$ cat config.mk
export PLATFORM = sky130hd
export DESIGN_NAME = phy_rx_deskew_ctrl_flat
export DESIGN_NICKNAME = d
export VERILOG_FILES = /design/src/rtl/phy_rx_pkg.sv /design/src/rtl/phy_rx_deskew_ctrl_if.sv /design/src/rtl/deskew_lane_fifo.sv /design/src/rtl/phy_rx_deskew_ctrl.sv /design/src/flat_wrapper.sv
export SDC_FILE = /design/constraint.sdc
export NUM_CORES = 1
export LEC_CHECK = 0
export ABC_AREA = 1
export CAP_MARGIN = 20
export CORE_MARGIN = 2
export CORE_UTILIZATION = 45
export CTS_BUF_LIST = sky130_fd_sc_hd__clkbuf_8 sky130_fd_sc_hd__clkbuf_16
export DETAILED_ROUTE_END_ITERATION = 12
export SLEW_MARGIN = 20
export SYNTH_ARGS = -nofsm -noshare
export SYNTH_HDL_FRONTEND = slang
export SYNTH_SLANG_ARGS = --single-unit
$ cat constraint.sdc
create_clock -name clk_r_local -period 3.4 [get_ports clk_r_local]
set_clock_uncertainty 0.05 [all_clocks]
set_input_delay 0.34 -clock clk_r_local [delete_from_list [all_inputs] [get_ports clk_r_local]]
set_output_delay 0.34 -clock clk_r_local [all_outputs]
set_load 0.01 [all_outputs]
$ cat src/rtl/phy_rx_pkg.sv
// Shared PHY RX definitions: alignment symbols, deskew FSM encoding and the per-lane symbol record.
package phy_rx_pkg;

    localparam logic [7:0] COM = 8'hBC;
    localparam logic [7:0] SKP = 8'h1C;

    typedef enum logic [2:0] {
        ST_IDLE    = 3'd0,
        ST_WINDOW  = 3'd1,
        ST_CAPTURE = 3'd2,
        ST_ALIGNED = 3'd3,
        ST_ERROR   = 3'd4
    } deskew_state_t;

    typedef struct packed {
        logic       k;
        logic [7:0] data;
    } lane_sym_t;

    function automatic logic is_com(input lane_sym_t s);
        return s.k && (s.data == COM);
    endfunction

endpackage

$ cat src/rtl/phy_rx_deskew_ctrl_if.sv
// Lane-side bus of the RX deskew controller: elastic-buffer inputs, aligned outputs and status.
interface phy_rx_deskew_ctrl_if #(parameter int NUM_LANES = 4);

    logic                           retrain;
    logic [NUM_LANES-1:0]           lane_ts_obtained;
    logic [NUM_LANES-1:0]           lane_in_valid;
    logic [NUM_LANES-1:0][7:0]      lane_data_in;
    logic [NUM_LANES-1:0]           lane_k_in;
    logic [NUM_LANES-1:0][7:0]      lane_data_out;
    logic [NUM_LANES-1:0]           lane_k_out;
    logic                           out_valid;
    logic                           deskew_done;
    logic                           deskew_err;

    modport master (
        output retrain, lane_ts_obtained, lane_in_valid, lane_data_in, lane_k_in,
        input  lane_data_out, lane_k_out, out_valid, deskew_done, deskew_err
    );

    modport slave (
        input  retrain, lane_ts_obtained, lane_in_valid, lane_data_in, lane_k_in,
        output lane_data_out, lane_k_out, out_valid, deskew_done, deskew_err
    );

endinterface

$ cat src/rtl/deskew_lane_fifo.sv
// Per-lane deskew FIFO; pointers carry an extra wrap bit so full/empty come from the MSB compare.
module deskew_lane_fifo #(
    parameter int DEPTH = 8
) (
    input  logic       clk_r_local,
    input  logic       rstn_asyn,
    input  logic       push,
    input  logic       pop,
    input  logic       flush,
    input  logic [8:0] din,
    output logic [8:0] dout,
    output logic       full,
    output logic       empty
);

    localparam int AW = $clog2(DEPTH);

    logic [AW:0] wptr, rptr;
    logic [8:0]  mem [DEPTH];

    always_ff @(posedge clk_r_local or negedge rstn_asyn) begin
        if (!rstn_asyn) begin
            wptr <= '0;
            rptr <= '0;
        end else if (flush) begin
            wptr <= '0;
            rptr <= '0;
        end else begin
            if (push) wptr <= wptr + 1'b1;
            if (pop)  rptr <= rptr + 1'b1;
        end
    end

    always_ff @(posedge clk_r_local) begin
        if (push && !flush) mem[wptr[AW-1:0]] <= din;
    end

    assign dout  = mem[rptr[AW-1:0]];
    assign empty = (wptr == rptr);
    assign full  = (wptr[AW] != rptr[AW]) && (wptr[AW-1:0] == rptr[AW-1:0]);

endmodule

$ cat src/rtl/phy_rx_deskew_ctrl.sv
// N-lane count-window deskew: wait for TS on all lanes, sit out MAX_SKEW cycles, capture from each lane's COM,
// pop all lanes in lock-step. Optional cross-lane COM check with PHY_RX_DESKEW_CHECK_EN.
module phy_rx_deskew_ctrl
    import phy_rx_pkg::*;
#(
    parameter int NUM_LANES = 4,
    parameter int MAX_SKEW  = 4,
    parameter int DEPTH     = 8
) (
    input  logic                  clk_r_local,
    input  logic                  rstn_asyn,
    phy_rx_deskew_ctrl_if.slave   bus
);

    localparam int WCW = $clog2(MAX_SKEW + 1);

    deskew_state_t              state;
    logic [WCW-1:0]             win_cnt;
    logic [NUM_LANES-1:0]       started, lane_com, push, full, empty;
    lane_sym_t [NUM_LANES-1:0]  din, dout;
    logic                       ts_all, armed, ts_drop, flush, pop, overflow, misalign;

    assign ts_all  = &bus.lane_ts_obtained;
    assign armed   = (state == ST_CAPTURE) || (state == ST_ALIGNED);
    assign ts_drop = !ts_all && (state inside {ST_WINDOW, ST_CAPTURE, ST_ALIGNED});
    assign flush   = bus.retrain | ts_drop;
    assign pop     = armed && !flush && !(|empty);

    for (genvar i = 0; i < NUM_LANES; i++) begin : g_lane
        assign din[i]      = '{k: bus.lane_k_in[i], data: bus.lane_data_in[i]};
        assign lane_com[i] = bus.lane_in_valid[i] && is_com(din[i]);
        assign push[i]     = armed && !flush && bus.lane_in_valid[i] && (started[i] || lane_com[i]);

        // a full FIFO still accepts a write in the cycle it is popped
        deskew_lane_fifo #(.DEPTH(DEPTH)) u_fifo (
            .clk_r_local (clk_r_local),
            .rstn_asyn   (rstn_asyn),
            .push        (push[i] && (!full[i] || pop)),
            .pop         (pop),
            .flush       (flush),
            .din         (din[i]),
            .dout        (dout[i]),
            .full        (full[i]),
            .empty       (empty[i])
        );
    end

    assign overflow = |(push & full) && !pop;

`ifdef PHY_RX_DESKEW_CHECK_EN
    logic [NUM_LANES-1:0] head_com;
    for (genvar i = 0; i < NUM_LANES; i++) begin : g_chk
        assign head_com[i] = is_com(dout[i]);
    end
    assign misalign = pop && (state == ST_ALIGNED) && (|head_com) && !(&head_com);
`else
    assign misalign = 1'b0;
`endif

    always_ff @(posedge clk_r_local or negedge rstn_asyn) begin
        if (!rstn_asyn)  started <= '0;
        else if (flush)  started <= '0;
        else             started <= started | push;
    end

    always_ff @(posedge clk_r_local or negedge rstn_asyn) begin
        if (!rstn_asyn) begin
            state           <= ST_IDLE;
            win_cnt         <= '0;
            bus.deskew_done <= 1'b0;
            bus.deskew_err  <= 1'b0;
        end else if (bus.retrain) begin
            state           <= ST_IDLE;
            win_cnt         <= '0;
            bus.deskew_done <= 1'b0;
            bus.deskew_err  <= 1'b0;
        end else if (ts_drop) begin
            state           <= ST_IDLE;
            bus.deskew_done <= 1'b0;
        end else if (overflow || misalign) begin
            state           <= ST_ERROR;
            bus.deskew_done <= 1'b0;
            bus.deskew_err  <= 1'b1;
        end else begin
            unique case (state)
                ST_IDLE: if (ts_all) begin
                    state   <= ST_WINDOW;
                    win_cnt <= '0;
                end
                ST_WINDOW: begin
                    win_cnt <= win_cnt + 1'b1;
                    if (win_cnt == WCW'(MAX_SKEW - 1)) state <= ST_CAPTURE;
                end
                ST_CAPTURE: if (pop) begin
                    state           <= ST_ALIGNED;
                    bus.deskew_done <= 1'b1;
                end
                default: ;
            endcase
        end
    end

    // outputs hold their last popped value while out_valid is low
    always_ff @(posedge clk_r_local or negedge rstn_asyn) begin
        if (!rstn_asyn) begin
            bus.out_valid     <= 1'b0;
            bus.lane_data_out <= '0;
            bus.lane_k_out    <= '0;
        end else begin
            bus.out_valid <= pop;
            if (pop) begin
                for (int i = 0; i < NUM_LANES; i++) begin
                    bus.lane_data_out[i] <= dout[i].data;
                    bus.lane_k_out[i]    <= dout[i].k;
                end
            end
        end
    end

endmodule

$ cat src/flat_wrapper.sv
// flat-port wrapper written by rule: the top's interface ports become plain ports
module phy_rx_deskew_ctrl_flat import phy_rx_pkg::*;
#(
    parameter int NUM_LANES = 4,
    parameter int MAX_SKEW  = 4,
    parameter int DEPTH     = 8
)
  (clk_r_local, rstn_asyn, bus_retrain, bus_lane_ts_obtained, bus_lane_in_valid, bus_lane_data_in, bus_lane_k_in, bus_lane_data_out, bus_lane_k_out, bus_out_valid, bus_deskew_done, bus_deskew_err);
  phy_rx_deskew_ctrl_if #(.NUM_LANES(NUM_LANES)) bus_i ();
  input  logic clk_r_local;
  input  logic rstn_asyn;
  input wire logic [$bits(bus_i.retrain)-1:0] bus_retrain;
  input wire logic [$bits(bus_i.lane_ts_obtained)-1:0] bus_lane_ts_obtained;
  input wire logic [$bits(bus_i.lane_in_valid)-1:0] bus_lane_in_valid;
  input wire logic [$bits(bus_i.lane_data_in)-1:0] bus_lane_data_in;
  input wire logic [$bits(bus_i.lane_k_in)-1:0] bus_lane_k_in;
  output wire logic [$bits(bus_i.lane_data_out)-1:0] bus_lane_data_out;
  output wire logic [$bits(bus_i.lane_k_out)-1:0] bus_lane_k_out;
  output wire logic [$bits(bus_i.out_valid)-1:0] bus_out_valid;
  output wire logic [$bits(bus_i.deskew_done)-1:0] bus_deskew_done;
  output wire logic [$bits(bus_i.deskew_err)-1:0] bus_deskew_err;
  assign bus_i.retrain = bus_retrain;
  assign bus_i.lane_ts_obtained = bus_lane_ts_obtained;
  assign bus_i.lane_in_valid = bus_lane_in_valid;
  assign bus_i.lane_data_in = bus_lane_data_in;
  assign bus_i.lane_k_in = bus_lane_k_in;
  assign bus_lane_data_out = bus_i.lane_data_out;
  assign bus_lane_k_out = bus_i.lane_k_out;
  assign bus_out_valid = bus_i.out_valid;
  assign bus_deskew_done = bus_i.deskew_done;
  assign bus_deskew_err = bus_i.deskew_err;
  phy_rx_deskew_ctrl #(.NUM_LANES(NUM_LANES), .MAX_SKEW(MAX_SKEW), .DEPTH(DEPTH)) u_core (.clk_r_local(clk_r_local), .rstn_asyn(rstn_asyn), .bus(bus_i));
endmodule
==> flow_summary.json <==
{
  "status": "complete, no violations",
  "routed_via_density": 5.29,
  "crit_type": "reg2reg",
  "gp_congestion": 0.813,
  "synthesis.area_sq_um": 15200,
  "yosys_warnings": 0,
  "path_clk_slew_ns": 0.06,
  "vias": 10100,
  "final_cells": 1913,
  "switchingPower_mw": 2.08,
  "power_leakage_nw": 6.75,
  "synth-simple-area-share_pct": 13.0,
  "power.internal_mw": 7.58,
  "routed_wl_mm": 34.7,
  "synth_nets": 1359,
  "setup_viol": 0,
  "cts_root_buffer": "clkbuf_16",
  "areaGrowthSynthToFinish_pct": 19.2,
  "synth_cell_types": 38,
  "synth-compound-area-share_pct": 11.1,
  "die_w_um": 188,
  "grt_usage_pct": 19.7,
  "holdWs_ns": 0.431,
  "numCtsBuffers": 40,
  "die_area_sq_um": 35300,
  "ir_drop_mv": 0.349,
  "place_hpwl_mm": 22.7,
  "synth_top_area_share_pct": 56.9,
  "switching_share_pct": 21.5,
  "relSlewSlack_pct": 36.4,
  "critPathArrivalTime_ns": 2.60,
  "start_util_pct": 45.6,
  "drtAntennaViolNets": 0,
  "grt_pass1_vias": 9812,
  "required_ns": 3.57,
  "finalCritPeriodShare_pct": 71.4,
  "p_comb_share_pct": 5.4,
  "setup_tns_ns": 0,
  "antenna_found_initial": 0,
  "p_total_mw": 9.66,
  "wl_per_cell_um": 18.1,
  "ys_ff_latch": 369,
  "syn_area_per_cell_sq_um": 11.7,
  "drc": 0,
  "crit_path_start_kind": "register",
  "cts.sinks": 369,
  "max_slew.worst_pin.slew_ns": 0.954,
  "insertion_delay_ns": 0.53,
  "drive_above_1_share_pct": 11.1,
  "cts_tree": "built",
  "io_buffer_count": 85,
  "diodes": 0,
  "htree_levels": 2,
  "cts_setup_buffers": 0,
  "grt.overflow.total": 0,
  "core-area_sq_um": 33400,
  "synth_cells": 1302,
  "r2r-start": "u_core.g_lane[0].u_fifo.rptr[2]",
  "fin_nets": 1490,
  "rsz0062_at_grt": "no",
  "synth_top_family_by_area": "simple AND/OR/NAND/NOR gates",
  "cts_buffer_depth": 3,
  "cap_violations": 0,
  "hold_path.class": "in2async",
  "die_height_um": 188,
  "clockPowerShare_pct": 43.1,
  "synthAdderAreaFrac_pct": 0.823,
  "slew_viol_final": 0,
  "grt_max_degree": 68,
  "cp_max_fo": 11,
  "seqPwrFrac_pct": 51.5,
  "drt_first_iter_violations": 698,
  "dpl_worst_slack_ns": 0.652,
  "max_freq_mhz": 412,
  "top_level_ports": 86,
  "std_cell_rows": 67,
  "drtPass1Iterations": 5,
  "synth_xor_area_share_pct": 1.24,
  "startpoint": "u_core.g_lane[0].u_fifo.rptr[2]",
  "final.setup.worst_slack_ns": 0.974,
  "synthTopCellsByArea": "edfxtp_1, dfrtp_1, nor2_1, o21ai_0, nand2_1",
  "synth_top_area_cell": "edfxtp_1",
  "place_inst": 1838,
  "hold_violations": 0,
  "synth-seq-area-share_pct": 70.2,
  "p_per_area_nw_per_um2": 533,
  "grt_pass1_wl_mm": 55.0,
  "fin_crit_ns": 2.43,
  "synthMuxAreaShare_pct": 0,
  "cp-end-kind": "register"
}
## cells in the mapped netlist, drive strengths merged
cell type  number
edfxtp        288
nor2          223
o21ai         176
nand2         161
dfrtp          81
o22ai          72
inv            52
clkbuf         51
nor3           42
a31oi          36
nand3          29
buf            22
a21oi          14
ha             10
xnor2          10
xor2            9
nand4           8
o31ai           5
and3            4
clkinv          3
nor3b           2
a211oi          1
and2            1
o21a            1
or2             1
## worst paths after layout
kind                       slack, ns  cells past startpoint                                 to
min                             0.43                      2       u_core.bus.lane_data_out[22]
min in group clk_r_local        0.45                      2              u_core.bus.deskew_err
max reg2reg                     0.97                      9  u_core.g_lane[1].u_fifo.mem[4][8]
max in group asynchronous       2.03                      3                    u_core.state[1]
min reg2reg                     0.45                      2              u_core.bus.deskew_err
max                             0.97                      9  u_core.g_lane[1].u_fifo.mem[4][8]
## metal layers
metal	share of wire [%]	vias up	GRT usage, %
met2	48	258	32.7
met5	0	-	0
met3	4.4	50	2.70
li1	-	4925	-
met4	2.0	0	5.39
met1	45	4896	27.5
## registers in the layout, indices dropped and copies added (netlist names)
name                       cells
u_core.bus.deskew_done         1
u_core.g_lane.u_fifo.wptr     16
u_core.bus.out_valid           1
u_core.started                 4
u_core.g_lane.u_fifo.rptr     16
u_core.win_cnt                 3
u_core.bus.deskew_err          1
u_core.g_lane.u_fifo.mem     288
u_core.bus.lane_k_out          4
u_core.bus.lane_data_out      32
u_core.state                   3
## cell families after synthesis
group,count (synthesis)
AO/OA/AOI/OAI,305
flip-flops,369
buffers and inverters,128
AND/OR/NAND/NOR,471
adder cells (fa/ha/maj),10
XOR/XNOR,19
## cell type report
type / count / area [sq um]
Fill cell: 2959 / 15200
Sequential cell: 369 / 10700
Multi-Input combinational cell: 805 / 3980
Timing Repair Buffer: 162 / 1430
Clock buffer: 41 / 1030
Tap cell: 448 / 561
Clock inverter: 33 / 248
Inverter: 55 / 206
## per-stage QoR
stage	util (%)	cell area, sq um
after floorplan	-	15200
after global placement	50.5	16800
after detailed placement	50.5	16800
after CTS	54.3	18100
after global routing	54.3	18100
final	54.3	18100
## repair_timing
item | in CTS | in global routing
resized for setup | 0 | 0
hold buffers | 1 | 0
hold endpoints to repair | 66 | 0
## cell usage in the layout, fill, tap and decap left out, drive strengths merged, types with 2 or more instances in the layout
cell           count
a21oi             14
a31oi             36
and3               4
buf               77
bufinv             4
clkbuf            41
clkdlybuf4s50     84
clkinv            16
dfrtp             81
edfxtp           288
ha                10
inv               68
nand2            161
nand3             29
nand4              8
nor2             223
nor3              42
nor3b              2
o21ai            176
o22ai             72
o31ai              5
xnor2             10
xor2               9
## worst max-delay path, cell delays in order (launching register included)
cell,delay (ns)
dfrtp_1,0.62
xnor2_1,0.16
nand4_1,0.16
nand2_1,0.06
nor2_1,0.12
nand2_2,0.16
a21oi_2,0.25
nand2_1,0.15
nor3_1,0.17
buf_4,0.22
## power groups by stage
stage	registers [mW]	logic [mW]	clock network [mW]
after floorplan	5.03	0.308	0
after global placement	5.06	0.519	0
after detailed placement	5.06	0.524	0
after CTS	4.97	0.527	4.25
after global routing	4.97	0.583	4.43
final	4.97	0.522	4.17
(Power assumes the default switching activity.)
